### config.mk
export PLATFORM = sky130hd
export DESIGN_NAME = dual_hash_scheduler
export DESIGN_NICKNAME = d
export VERILOG_FILES = /design/src/rtl/dual_hash_scheduler.sv
export SDC_FILE = /design/constraint.sdc
export NUM_CORES = 1
export LEC_CHECK = 0
export CAP_MARGIN = 10
export CORE_AREA = 2 2 326 328
export CTS_CLUSTER_DIAMETER = 50
export DETAILED_ROUTE_END_ITERATION = 10
export DIE_AREA = 0 0 328 330
export PLACE_DENSITY = 0.49
export REMOVE_ABC_BUFFERS = 1
export SLEW_MARGIN = 20
export SYNTH_ARGS = -nofsm -noshare
export SYNTH_HDL_FRONTEND = slang
export SYNTH_SLANG_ARGS = --single-unit
### constraint.sdc
create_clock -name hash_clk -period 4.63 [get_ports hash_clk]
set_clock_uncertainty 0.1 [all_clocks]
set_input_delay 1.1575 -clock hash_clk [delete_from_list [all_inputs] [get_ports hash_clk]]
set_output_delay 1.1575 -clock hash_clk [all_outputs]
set_load 0.1 [all_outputs]
### src/rtl/dual_hash_scheduler.sv
// Sequences nonce issue for the dual hasher pair and checks only results of the current work.
// Work latch 1 cycle; golden nonces queue in a FWFT FIFO, overflowing pushes are dropped (sticky flag).
module dual_hash_scheduler #(
    parameter int          LATENCY       = 254,
    parameter int          NONCE_WIDTH   = 31,
    parameter int          FIFO_DEPTH    = 4,
    parameter logic [31:0] GOLDEN_TARGET = 32'hA41F32E7
) (
    input  logic                   hash_clk,
    input  logic                   reset_n,
    input  logic                   rx_new_work,
    input  logic [255:0]           rx_midstate,
    input  logic [95:0]            rx_data,
    output logic [255:0]           tx_midstate,
    output logic [95:0]            tx_data,
    output logic [NONCE_WIDTH-1:0] tx_nonce,
    input  logic [31:0]            rx_hash2_w0,
    input  logic [31:0]            rx_hash2_w1,
    output logic                   tx_golden_valid,
    output logic [31:0]            tx_golden_nonce,
    input  logic                   rx_golden_ready,
    output logic                   tx_idle,
    output logic                   tx_overflow
);

    localparam int FW = $clog2(LATENCY);
    localparam int AW = $clog2(FIFO_DEPTH);
    localparam int CW = AW + 1;
    localparam logic [NONCE_WIDTH-1:0] NONCE_MAX = '1;

    typedef enum logic [1:0] {S_IDLE, S_FILL, S_RUN, S_DRAIN} state_t;

    state_t                 state, state_nxt;
    logic [FW-1:0]          fill_cnt;
    logic [NONCE_WIDTH-1:0] res_nonce;
    logic [31:0]            mem [FIFO_DEPTH];
    logic [AW-1:0]          rd_ptr, wr_ptr, wr_idx1;
    logic [CW-1:0]          count, free;
    logic                   busy, cmp_en, hit0, hit1, pop, acc0, acc1, drop;
    logic [31:0]            ent0, ent1;

    always_ff @(posedge hash_clk) begin
        if (!reset_n) state <= S_IDLE;
        else          state <= state_nxt;
    end

    always_comb begin
        state_nxt = state;
        case (state)
            S_IDLE:  state_nxt = S_IDLE;
            S_FILL:  if (fill_cnt == FW'(LATENCY - 1)) state_nxt = S_RUN;
            S_RUN: begin
                if (res_nonce == NONCE_MAX)     state_nxt = S_IDLE;
                else if (tx_nonce == NONCE_MAX) state_nxt = S_DRAIN;
            end
            S_DRAIN: if (res_nonce == NONCE_MAX) state_nxt = S_IDLE;
            default: state_nxt = S_IDLE;
        endcase
        if (rx_new_work) state_nxt = S_FILL;
    end

    always_comb begin
        tx_idle = (state == S_IDLE);
        busy    = (state != S_IDLE);
        cmp_en  = (state == S_RUN) || (state == S_DRAIN);
    end

    // A same-cycle pop frees a slot; with one slot left for two hits, core 0 wins.
    always_comb begin
        pop     = tx_golden_valid && rx_golden_ready;
        hit0    = cmp_en && !rx_new_work && (rx_hash2_w0 == GOLDEN_TARGET);
        hit1    = cmp_en && !rx_new_work && (rx_hash2_w1 == GOLDEN_TARGET);
        free    = CW'(FIFO_DEPTH) - count + CW'(pop);
        acc0    = hit0 && (free != '0);
        acc1    = hit1 && (acc0 ? (free >= CW'(2)) : (free != '0));
        drop    = (hit0 && !acc0) || (hit1 && !acc1);
        wr_idx1 = acc0 ? wr_ptr + AW'(1) : wr_ptr;
        ent0    = {1'b0, 31'(res_nonce)};
        ent1    = {1'b1, 31'(res_nonce)};
    end

    assign tx_golden_valid = (count != '0);
    assign tx_golden_nonce = tx_golden_valid ? mem[rd_ptr] : 32'h0;

    always_ff @(posedge hash_clk) begin
        if (acc0) mem[wr_ptr]  <= ent0;
        if (acc1) mem[wr_idx1] <= ent1;
    end

    always_ff @(posedge hash_clk) begin
        if (!reset_n) begin
            tx_midstate <= '0;
            tx_data     <= '0;
            tx_nonce    <= '0;
            fill_cnt    <= '0;
            res_nonce   <= '0;
            rd_ptr      <= '0;
            wr_ptr      <= '0;
            count       <= '0;
            tx_overflow <= 1'b0;
        end else if (rx_new_work) begin
            tx_midstate <= rx_midstate;
            tx_data     <= rx_data;
            tx_nonce    <= '0;
            fill_cnt    <= '0;
            res_nonce   <= '0;
            rd_ptr      <= '0;
            wr_ptr      <= '0;
            count       <= '0;
            tx_overflow <= 1'b0;
        end else begin
            if (busy && tx_nonce != NONCE_MAX) tx_nonce <= tx_nonce + 1'b1;
            if (state == S_FILL) fill_cnt <= fill_cnt + 1'b1;
            if (cmp_en) res_nonce <= res_nonce + 1'b1;
            if (pop) rd_ptr <= rd_ptr + 1'b1;
            wr_ptr <= wr_ptr + AW'(acc0) + AW'(acc1);
            count  <= count + CW'(acc0) + CW'(acc1) - CW'(pop);
            if (drop) tx_overflow <= 1'b1;
        end
    end

endmodule

==> key figures, run 1 <==
Timing
  • FMAX: 0.251 GHz
  • Final setup vio count: 0
  • Rel. slew slack: 0.222
  • Fin crit share: 0.861
  • Slew @ Worst Pin: ~1200 ps
  • Fin. max-slew vios: 0
  • Fin. Hold Viols: 0
  • RSZ-0062 raised after global routing: false
  • Final min period: 3990 ps
  • Worst hold slack: about 350 ps

Pwr
  • Clk network pwr share: 0.477
  • P_int: 10600 µW
  • Seq pwr share: 0.349
  • VDD IR-drop max: between 0.2 and 0.3 mV
  • Sw power: 4520 µW
  • Power Total: ~15000 µW
  • Sw Share: 0.299
  • Logic pwr share: 0.174
  • Pwr per Cell Area: 418 mW/mm²
  • Leak: 0.0135 µW

Layout
  • Area of the multi-input gates: 0.0100 mm²
  • Final Net Count: 3265
  • FILL cells: ~11000
  • Commonest non-fill, non-tap cell in the layout: clkdlybuf4s50_1
  • Layout area overhead: 57.1%
  • Non-Filler Cell Area, Final: 0.0362 mm²
  • FF+latch area: 0.0125 mm²
  • Commonest cells after routing, fill and taps aside: clkdlybuf4s50_1 (775), dfxtp_1 (437), mux2i_1 (354)
  • Share of cells above drive strength 1: 0.104

Synthesis
  • Post-synthesis sequential area ratio: 0.542
  • YS warnings: 0
  • Post-synthesis cell area: ~0.023 mm²
  • Seq cells post-synth: 562
  • Synth unique cells: 52
  • Mapped Cells: 1986
  • Synthesized area per cell: 11.6 µm²
  • Ys async rst share: 0
  • EDFF count, synth: 124
  • Main synth FF type: dfxtp_1

Routing
  • WL met1: 33100 µm
  • First-pass DRT Iterations: 4
  • ANT nets after route: 0
  • DRC violations left: 0
  • Met2 Wirelength: approximately 44000 µm
  • DR top layer: met5
  • WL per Instance: between 20 and 25 µm
  • Vias/cell: 4.03
  • Wire length on met3: 7770 µm
  • Vias: approximately 17000
  • DR iter-0 viols: 868
  • WL final: 87100 µm

Job
  • Number of max-cap violations: 0

Setup path
  • Worst-path fanout max: 2
  • CP endpoint kind: flip-flop
  • Worst Path Required: 5060 ps
  • Slowest stage delay, CP: 560 ps
  • Crit Path Class: in2reg
  • Critical Path, Cell by Cell: clkdlybuf4s50_1 > nand2_1 > ha_1 > inv_1 > ha_1 > xor2_1 > nor2_1 > a2111oi_2 > inv_1 > ha_1 > inv_1 > fa_1 > fa_1 > xnor2_1 > xnor2_1 > nor2_1
  • Critical-path top delay cell: clkdlybuf4s50_1
  • Worst path bufs/invs: 4
  • Data arrival, critical path: 4420 ps
  • Critical path's top delay family: adder cells
  • CP Launch Type: primary input

Clock network
  • Inserted Clock Buffers: 95
  • Post-CTS sizing: 0
  • CTS Sinks: 562
  • TritonCTS clock tree: yes
  • Max H-tree Level: 3
  • Root Buffer: clkbuf_16
  • Cts hold-fix bufs: 0
  • Worst-Skew Late Latency: 650 ps
  • CTS Buffer Depth: 3
  • Worst-path clk slew: 60 ps
  • Post-CTS setup repair buffer count: 0

Placement
  • Post-DP Area: between 0.03 and 0.04 mm²
  • IO buf count: ~840
  • Final HPWL DP: 66100 µm
  • Final Wtd Congestion: 0.786

Floorplan
  • Chip height: 330 µm
  • Die Span X: 328 µm
  • Area of the die: ~0.11 mm²
  • Initial Util: 0.220
  • Ports: 838
  • CORE AREA: 0.105 mm²
  • Cell Rows: 119

GRT
  • GRT Util Overall: 0.155
  • Largest net degree at the start of global routing: 199
  • GR Overflow Total: 0
  • Via count of the first global-routing pass: 17289
  • First-pass GRT wire length: 123000 µm
  • Antenna violations before repair: 44

Min path
  • Worst Hold Class: reg2reg

Status
  • Status: complete, no violations
## synth_stat cells (4+ instances only)
cell	n	area [µm²]
or3_1	11	68.8
a31oi_1	7	43.8
buf_1	34	128
dfxtp_1	438	8770
nand2b_1	4	25.0
xnor2_1	27	236
nand2_1	45	169
nor3_1	17	85.1
o21ai_0	16	80.1
and4_1	10	87.6
mux4_2	32	721
nand4_1	23	144
nand3_1	24	120
nor4bb_1	8	80.1
a21oi_1	14	70.1
nor2b_1	353	2210
xor2_1	34	298
nor2_1	75	282
mux2i_1	354	3540
ha_1	15	188
inv_1	20	75.1
edfxtp_1	124	3720
and2_1	162	1010
and4b_1	4	40.0
buf_2	13	65.1
and3_1	10	62.6
clkbuf_1	70	263
## cell families after synthesis
| kind of cell | after synthesis | synth area share |
|---|---|---|
| xor gates and xnor gates | 61 | 0.0232 |
| muxes | 388 | 0.186 |
| AOI/OAI and AO/OA | 56 | 0.0178 |
| adders and majority gates | 18 | 0.0108 |
| buffers and inverters | 140 | 0.0245 |
| and+or+nand+nor | 761 | 0.196 |
| DFF | 562 | 0.542 |
## registers in the layout (all words and copies together), names as in the netlist, named ones only
register / count
wr_ptr: 2
rd_ptr: 2
mem: 128
tx_nonce: 31
tx_overflow: 1
res_nonce: 31
state: 2
count: 3
tx_data: 96
tx_midstate: 256
fill_cnt: 8
## worst register-to-register path, cell delays in order (launching register included)
cell and delay [ps]:
dfxtp_1 340, or3_1 390, nand2_1 100, ha_1 140, inv_1 40, ha_1 170, xor2_1 140, nor2_1 80
a2111oi_2 420, inv_1 80, ha_1 280, inv_1 50, fa_1 400, fa_1 390, xnor2_1 180, xnor2_1 140
nor2_1 50
## power by group through the flow
stage | Sequential [µW] | Clock [µW] | Combinational [µW]
floorplan | 6670 | 0 | 339
global placement | 5370 | 0 | 2650
detailed placement | 5370 | 0 | 2660
CTS | 5280 | 7440 | 2660
global route | 5300 | 7660 | 2720
finish | 5280 | 7210 | 2630
## layer usage
metal | vias up | track usage
li1 | 8534 | -
met1 | 8075 | 0.174
met2 | 521 | 0.267
met3 | 174 | 0.0628
met4 | 60 | 0.0488
met5 | - | 0
## final timing paths
check                                             start                       to  slack [ps]  cells after the start
worst min-delay path            mem[3][31]$_SDFFE_PP1P_  mem[3][31]$_SDFFE_PP1P_         350                      2
worst max register to register      count[0]$_SDFF_PP0_      count[2]$_SDFF_PP0_        1020                     16
worst max-delay path                    rx_golden_ready      count[2]$_SDFF_PP0_         640                     16
worst min register to register  mem[3][31]$_SDFFE_PP1P_  mem[3][31]$_SDFFE_PP1P_         350                      2
## stage by stage
| stage | utilization | std cells | setup slack [ps] | setup TNS, ps |
|---|---|---|---|---|
| final | 0.346 | 4312 | 643 | 0 |
| after global routing | 0.346 | 4301 | 417 | 0 |
| after CTS | 0.346 | 4300 | 606 | 0 |
| after detailed placement | 0.314 | 4121 | -14.7 | -14.7 |
| after global placement | 0.314 | 4121 | -54.3 | -54.3 |
| after floorplan | - | 1866 | -301 | -356 |
## cell type report
cell class              count  share of cell area
well taps                1391              0.0481
clock inverters            50              0.0152
clock buffers             129              0.0760
inverters                  20             0.00207
flip-flops and latches    562               0.345
multi-input cells        1284               0.277
diodes                     12            0.000829
repair buffers            864               0.236
Note: power is estimated with default switching activity, not from simulation.
==> run 2, diff against run 1 <==
--- a/config.mk
+++ b/config.mk
@@ -10,6 +10,7 @@
 export CTS_CLUSTER_DIAMETER = 50
 export DETAILED_ROUTE_END_ITERATION = 10
 export DIE_AREA = 0 0 328 330
+export MAX_ROUTING_LAYER = met4
 export PLACE_DENSITY = 0.49
 export REMOVE_ABC_BUFFERS = 1
 export SLEW_MARGIN = 20
==> run 2 against run 1 <==
Effect of this change:
- via count fell by 0.39%
- clock power barely moved
- critical path type unchanged
- largest cell class unchanged
- count of clock-buffer cells in the layout did not move
- total power barely moved
==> key figures, run 2 (synthesis gave the netlist of run 1 again) <==
Clock network
  • Worst-path clk slew: 60 ps (about the same)
  • CTS Sinks: 562 (unchanged)
  • Post-CTS sizing: 0 (unchanged)
  • Cts hold-fix bufs: 0 (unchanged)
  • Worst-Skew Late Latency: 650 ps (about the same)
  • Root Buffer: clkbuf_16 (unchanged)
  • TritonCTS clock tree: yes (unchanged)
  • Post-CTS setup repair buffer count: 0 (unchanged)
  • Inserted Clock Buffers: 95 (unchanged)
  • Max H-tree Level: 3 (unchanged)
  • CTS Buffer Depth: 3 (unchanged)

Pwr
  • Leak: 0.0135 µW (about the same)
  • VDD IR-drop max: 0.261 mV (about the same)
  • Pwr per Cell Area: 417 mW/mm² (was 418 mW/mm²)

Setup path
  • Worst-path fanout max: 2 (unchanged)
  • CP Launch Type: primary input (unchanged)
  • R2r startpoint: count[0]$_SDFF_PP0_ (unchanged)
  • Worst reg-to-reg setup slack: 1030 ps (was 1020 ps)
  • Worst reg2reg path endpoint: count[2]$_SDFF_PP0_ (unchanged)
  • Worst setup startpoint: rx_golden_ready (unchanged)
  • CP endpoint kind: flip-flop (unchanged)
  • Worst Path Required: 5050 ps (was 5060 ps)
  • Crit Path Class: in2reg (unchanged)
  • Data arrival, critical path: 4400 ps (was 4420 ps)
  • Worst Setup EP: count[2]$_SDFF_PP0_ (unchanged)
  • Register-to-Register Path Depth: 16 (unchanged)

Placement
  • Final Wtd Congestion: 0.797 (was 0.786)
  • IO buf count: 837 (unchanged)
  • Final HPWL DP: 66100 µm (unchanged)
  • Pre-CTS setup slack: -14.7 ps (unchanged)

Timing
  • Final min period: 3980 ps (was 3990 ps)
  • Final setup vio count: 0 (unchanged)
  • FMAX: 0.251 GHz (about the same)
  • Fin crit share: 0.859 (was 0.861)
  • Setup_tns: 0 ps (unchanged)
  • RSZ-0062 raised after global routing: false (unchanged)
  • Rel. slew slack: 0.224 (was 0.222)
  • Fin. Hold Viols: 0 (unchanged)
  • Final worst setup slack: 653 ps (was 643 ps)
  • Slew @ Worst Pin: 1160 ps (about the same)
  • Fin. max-slew vios: 0 (unchanged)

Layout
  • Commonest cells after routing, fill and taps aside: clkdlybuf4s50_1 (775), dfxtp_1 (437), mux2i_1 (354) (unchanged)
  • Layout area overhead: 57.5% (was 57.1%)
  • Fin util: 0.347 (was 0.346)
  • Final Net Count: 3265 (unchanged)
  • Top flop regs: tx_midstate (256), mem (128), tx_data (96) (unchanged)
  • Commonest non-fill, non-tap cell in the layout: clkdlybuf4s50_1 (unchanged)
  • Share of cells above drive strength 1: 0.104 (unchanged)
  • Max FFs per register: 256 (unchanged)
  • Register with the highest flop count: tx_midstate (unchanged)

Routing
  • WL final: 87200 µm (was 87100 µm)
  • DR iter-0 viols: 790 (was 868)
  • ANT nets after route: 0 (unchanged)
  • WL per Instance: 20.1 µm (was 20.2 µm)
  • Vias/cell: 3.98 (was 4.03)
  • DRC violations left: 0 (unchanged)
  • Vias: 17296 (was 17364)
  • First-pass DRT Iterations: 4 (unchanged)

GRT
  • GR Overflow Total: 0 (unchanged)
  • Via count of the first global-routing pass: 17286 (was 17289)
  • First-pass GRT wire length: 123000 µm (about the same)
  • Largest net degree at the start of global routing: 199 (unchanged)
  • Antenna violations before repair: 47 (was 44)
  • GRT Util Overall: 0.160 (was 0.155)

Floorplan
  • Die Span X: 328 µm (unchanged)
  • Ports: 838 (unchanged)
  • Area of the die: 0.108 mm² (unchanged)
  • Cell Rows: 119 (unchanged)
  • Initial Util: 0.220 (unchanged)
  • Chip height: 330 µm (unchanged)
  • CORE AREA: 0.105 mm² (unchanged)

Job
  • Number of max-cap violations: 0 (unchanged)

Status
  • Status: complete, no violations (unchanged)

Min path
  • Worst Hold Class: reg2reg (unchanged)
-- run 2: critical path: stages --
cell and delay [ps]:
clkdlybuf4s50_1 550, nand2_1 90, ha_1 190, inv_1 60, ha_1 140, xor2_1 150, nor2_1 80, a2111oi_2 410
inv_1 80, ha_1 280, inv_1 50, fa_1 400, fa_1 390, xnor2_1 180, xnor2_1 140, nor2_1 50
-- run 2: through the flow --
step | instances | total power [µW] | cell area (µm²) | hold WS (ps)
after global routing | 4341 | 15700 | 36300 | 401
after CTS | 4300 | 15400 | 36200 | 366
after floorplan | 1866 | 7010 | 22600 | 320
final | 4345 | 15100 | 36300 | 354
after detailed placement | 4121 | 8030 | 32900 | 352
after global placement | 4121 | 8030 | 32900 | 349
-- run 2: layout make-up --
type	instances	area, µm²
repair buffers	864	8550
clock inverters	50	549
well taps	1391	1740
multi-input cells	1284	10000
fillers	10535	68400
flip-flops and latches	562	12500
inverters	20	75.1
clock buffers	129	2750
diodes	45	113
-- run 2: how the worst min path moves through the flow --
stage / endpoint / from / slack (ps) / depth (start not counted)
2_1_floorplan: mem[2][31]$_SDFFE_PP1P_ / mem[2][31]$_SDFFE_PP1P_ / 320 / 2
3_3_place_gp: mem[3][31]$_SDFFE_PP1P_ / mem[3][31]$_SDFFE_PP1P_ / 350 / 2
3_5_place_dp: mem[3][31]$_SDFFE_PP1P_ / mem[3][31]$_SDFFE_PP1P_ / 350 / 2
4_1_cts: mem[3][31]$_SDFFE_PP1P_ / mem[3][31]$_SDFFE_PP1P_ / 370 / 2
5_1_grt: tx_overflow$_SDFFE_PP0P_ / tx_overflow$_SDFFE_PP0P_ / 400 / 1
6_report: mem[3][31]$_SDFFE_PP1P_ / mem[3][31]$_SDFFE_PP1P_ / 350 / 2
-- run 2: routing by layer --
layer / GRT usage / share of wire / up-vias / wire length [µm]
met5: - / 0 / - / 0
met4: 0.0473 / 0.022 / 0 / 1920
met3: 0.0610 / 0.092 / 104 / 8030
met2: 0.268 / 0.50 / 514 / 43800
met1: 0.175 / 0.38 / 8081 / 33400
li1: - / - / 8597 / -
-- run 2: power by group --
| group | internal [µW] | leakage (µW) | total, µW | switching, µW |
|---|---|---|---|---|
| logic | 839 | 0.00744 | 2630 | 1790 |
| clock network | 4590 | 0.00160 | 7220 | 2640 |
| registers | 5180 | 0.00446 | 5280 | 99.3 |
| total | 10600 | 0.0135 | 15100 | 4530 |
==> run 3, diff against run 2 <==
--- a/config.mk
+++ b/config.mk
@@ -6,12 +6,12 @@
 export NUM_CORES = 1
 export LEC_CHECK = 0
 export CAP_MARGIN = 10
-export CORE_AREA = 2 2 326 328
+export CORE_AREA = 2 2 322 324
 export CTS_CLUSTER_DIAMETER = 50
 export DETAILED_ROUTE_END_ITERATION = 10
-export DIE_AREA = 0 0 328 330
+export DIE_AREA = 0 0 324 326
 export MAX_ROUTING_LAYER = met4
-export PLACE_DENSITY = 0.49
+export PLACE_DENSITY = 0.5
 export REMOVE_ABC_BUFFERS = 1
 export SLEW_MARGIN = 20
 export SYNTH_ARGS = -nofsm -noshare
==> constraint.sdc (replaced) <==
create_clock -name hash_clk -period 4.7 [get_ports hash_clk]
set_clock_uncertainty 0.1 [all_clocks]
set_input_delay 1.175 -clock hash_clk [delete_from_list [all_inputs] [get_ports hash_clk]]
set_output_delay 1.175 -clock hash_clk [all_outputs]
set_load 0.1 [all_outputs]
==> run 3 against run 2 <==
Effect of this change:
- combinational power shrank 2%
- final cell count shrank 0.92%
- clock power shrank 12%
- routed wire length grew 0.25%
- first-iteration DRC count shrank 12%
- critical path depth is the same
- non-clock buffer count shrank 4
- die area shrank 2.4%
- final area shrank 1.3%
- sequential share of layout area grew 0.44 points
- highest routed layer unchanged
==> key figures, run 3 (synthesis gave the netlist of run 1 again) <==
Floorplan
  • Area of the die: 0.106 mm² (was 0.108 mm²)
  • Cell Rows: 118 (was 119)
  • Chip height: 326 µm (was 330 µm)
  • Initial Util: 0.225 (was 0.220)
  • CORE AREA: 0.103 mm² (was 0.105 mm²)
  • Die Span X: 324 µm (was 328 µm)
  • Ports: 838 (unchanged)

GRT
  • GRT Util Overall: 0.166 (was 0.160)
  • Via count of the first global-routing pass: 17255 (was 17286)
  • First-pass GRT wire length: 123000 µm (about the same)
  • Largest net degree at the start of global routing: 196 (was 199)
  • GR Overflow Total: 0 (unchanged)
  • Antenna violations before repair: 54 (was 47)

Timing
  • FMAX: 0.255 GHz
  • Fin crit share: 0.833
  • Rel. slew slack: 0.195 (was 0.224)
  • Slew @ Worst Pin: 1200 ps (was 1160 ps)
  • Final setup vio count: 0 (unchanged)
  • Final min period: 3920 ps
  • Worst hold slack: 368 ps (was 354 ps)
  • Fin. max-slew vios: 0 (unchanged)
  • Setup_tns: 0 ps (unchanged)
  • Final worst setup slack: 785 ps (was 653 ps)
  • Fin. Hold Viols: 0 (unchanged)
  • RSZ-0062 raised after global routing: false (unchanged)

Routing
  • WL per Instance: 20.3 µm (was 20.1 µm)
  • DR iter-0 viols: 696 (was 790)
  • DRC violations left: 0 (unchanged)
  • Vias: 17219 (was 17296)
  • ANT nets after route: 0 (unchanged)
  • Vias/cell: 4.00 (was 3.98)
  • First-pass DRT Iterations: 5 (was 4)
  • WL final: 87400 µm (was 87200 µm)

Layout
  • Top flop regs: tx_midstate (256), mem (128), tx_data (96) (unchanged)
  • Commonest non-fill, non-tap cell in the layout: clkdlybuf4s50_1 (unchanged)
  • Commonest cells after routing, fill and taps aside: clkdlybuf4s50_1 (774), dfxtp_1 (437), mux2i_1 (354) (was clkdlybuf4s50_1 (775), dfxtp_1 (437), mux2i_1 (354))
  • FILL cells: 10309 (was 10535)
  • Register with the highest flop count: tx_midstate (unchanged)
  • Layout area overhead: 55.5% (was 57.5%)
  • Max FFs per register: 256 (unchanged)
  • Post-Layout Cell Count: 4305 (was 4345)
  • Share of cells above drive strength 1: 0.0975 (was 0.104)
  • Final Net Count: 3251 (was 3265)

Setup path
  • Slowest stage delay, CP: 470 ps (was 550 ps)
  • R2r startpoint: count[0]$_SDFF_PP0_ (unchanged)
  • Critical Path, Cell by Cell: clkdlybuf4s50_1 > nand2_1 > ha_1 > inv_1 > ha_1 > xor2_1 > nor2_1 > a2111oi_2 > inv_1 > ha_1 > inv_1 > fa_1 > fa_1 > xnor2_1 > xnor2_1 > nor2_1 (unchanged)
  • Register-to-Register Path Depth: 17 (was 16)
  • Critical-path top delay cell: clkdlybuf4s50_1 (unchanged)
  • Worst-path fanout max: 2 (unchanged)
  • Data arrival, critical path: 4330 ps (was 4400 ps)
  • Worst path bufs/invs: 4 (unchanged)
  • CP Launch Type: primary input (unchanged)
  • Worst reg-to-reg setup slack: 810 ps (was 1030 ps)
  • Crit Path Class: in2reg (unchanged)
  • Worst reg2reg path endpoint: count[2]$_SDFF_PP0_ (unchanged)
  • CP endpoint kind: flip-flop (unchanged)
  • Critical path's top delay family: adder cells (unchanged)
  • Worst Path Required: 5110 ps (was 5050 ps)

Min path
  • Hold EP: mem[0][31]$_SDFFE_PP1P_ (was mem[3][31]$_SDFFE_PP1P_)
  • Hold_sp: mem[0][31]$_SDFFE_PP1P_ (was mem[3][31]$_SDFFE_PP1P_)
  • Cell count of the worst hold path: 2 (unchanged)
  • Worst Hold Class: reg2reg (unchanged)

Clock network
  • Cts hold-fix bufs: 0 (unchanged)
  • CTS Buffer Depth: 3 (unchanged)
  • Post-CTS sizing: 0 (unchanged)
  • Root Buffer: clkbuf_16 (unchanged)
  • Inserted Clock Buffers: 85 (was 95)
  • TritonCTS clock tree: yes (unchanged)
  • Max H-tree Level: 3 (unchanged)
  • Worst-path clk slew: 50 ps (was 60 ps)
  • Post-CTS setup repair buffer count: 0 (unchanged)
  • Worst-Skew Late Latency: 640 ps (was 650 ps)
  • CTS Sinks: 562 (unchanged)

Pwr
  • Leak: 0.0133 µW (was 0.0135 µW)
  • Pwr per Cell Area: 395 mW/mm² (was 417 mW/mm²)
  • Power Total: 14100 µW (was 15100 µW)
  • VDD IR-drop max: 0.258 mV (was 0.261 mV)

Placement
  • Final Wtd Congestion: 0.825 (was 0.797)
  • IO buf count: 837 (unchanged)
  • Cells after DPL: 4106 (was 4121)
  • Pre-CTS setup slack: 134 ps (was -14.7 ps)
  • Final HPWL DP: 67100 µm (was 66100 µm)

Status
  • Status: complete, no violations (unchanged)

Job
  • Number of max-cap violations: 0 (unchanged)
-- run 3: cell types whose count changed in the layout (fill, tap and decap cells not counted), moves of 3 or more --
cell,change
clkbuf_1,-10
clkinv_1,+5
buf_4,-4
clkbuf_8,-3
clkinv_4,-3
clkinvlp_4,+3
clkbuf_16,-14
-- run 3: through the flow --
| stage | utilization | area (µm²) |
|---|---|---|
| after floorplan | - | 22600 |
| after global placement | 0.320 | 32900 |
| after detailed placement | 0.320 | 32900 |
| after CTS | 0.348 | 35700 |
| after global routing | 0.349 | 35800 |
| final | 0.349 | 35800 |
-- run 3: worst reg2reg max path: cells and delay by family (launching register included) --
family	cells	cell delay [ps]
fa+ha+maj	5	1400
simple gates	4	690
xor+xnor	3	440
compound gates	1	410
buf+inv	4	400
flops	1	350
-- run 3: power breakdown --
part | switching, µW | total, µW | internal, µW | leakage [µW]
Sequential | 95.2 | 5190 | 5100 | 0.00446
Clock | 2430 | 6360 | 3930 | 0.00138
Combinational | 1760 | 2590 | 825 | 0.00742
-- run 3: worst max-delay path by stage --
stage                     cells past startpoint                   to                start
after CTS                                     4  tx_golden_nonce[30]            flip-flop
after floorplan                              16  count[2]$_SDFF_PP0_  count[0]$_SDFF_PP0_
final                                        16  count[2]$_SDFF_PP0_      rx_golden_ready
after detailed placement                     16  count[2]$_SDFF_PP0_      rx_golden_ready
after global routing                         17  count[2]$_SDFF_PP0_  count[0]$_SDFF_PP0_
after global placement                       16  count[2]$_SDFF_PP0_      rx_golden_ready
-- run 3: metal layers --
metal  GRT usage  share of wire
met3      0.0821           0.11
met4      0.0625          0.033
met2       0.266           0.48
met5           -              0
met1       0.173           0.38
-- run 3: cell type report --
cell class | instances | area, µm² | area share
flip-flops and latches | 562 | 12500 | 0.349
multi-input cells | 1284 | 10000 | 0.280
repair buffers | 860 | 8530 | 0.238
clock buffers | 102 | 2320 | 0.0648
well taps | 1380 | 1730 | 0.0482
clock inverters | 53 | 549 | 0.0153
diodes | 44 | 110 | 0.00307
inverters | 20 | 75.1 | 0.00210
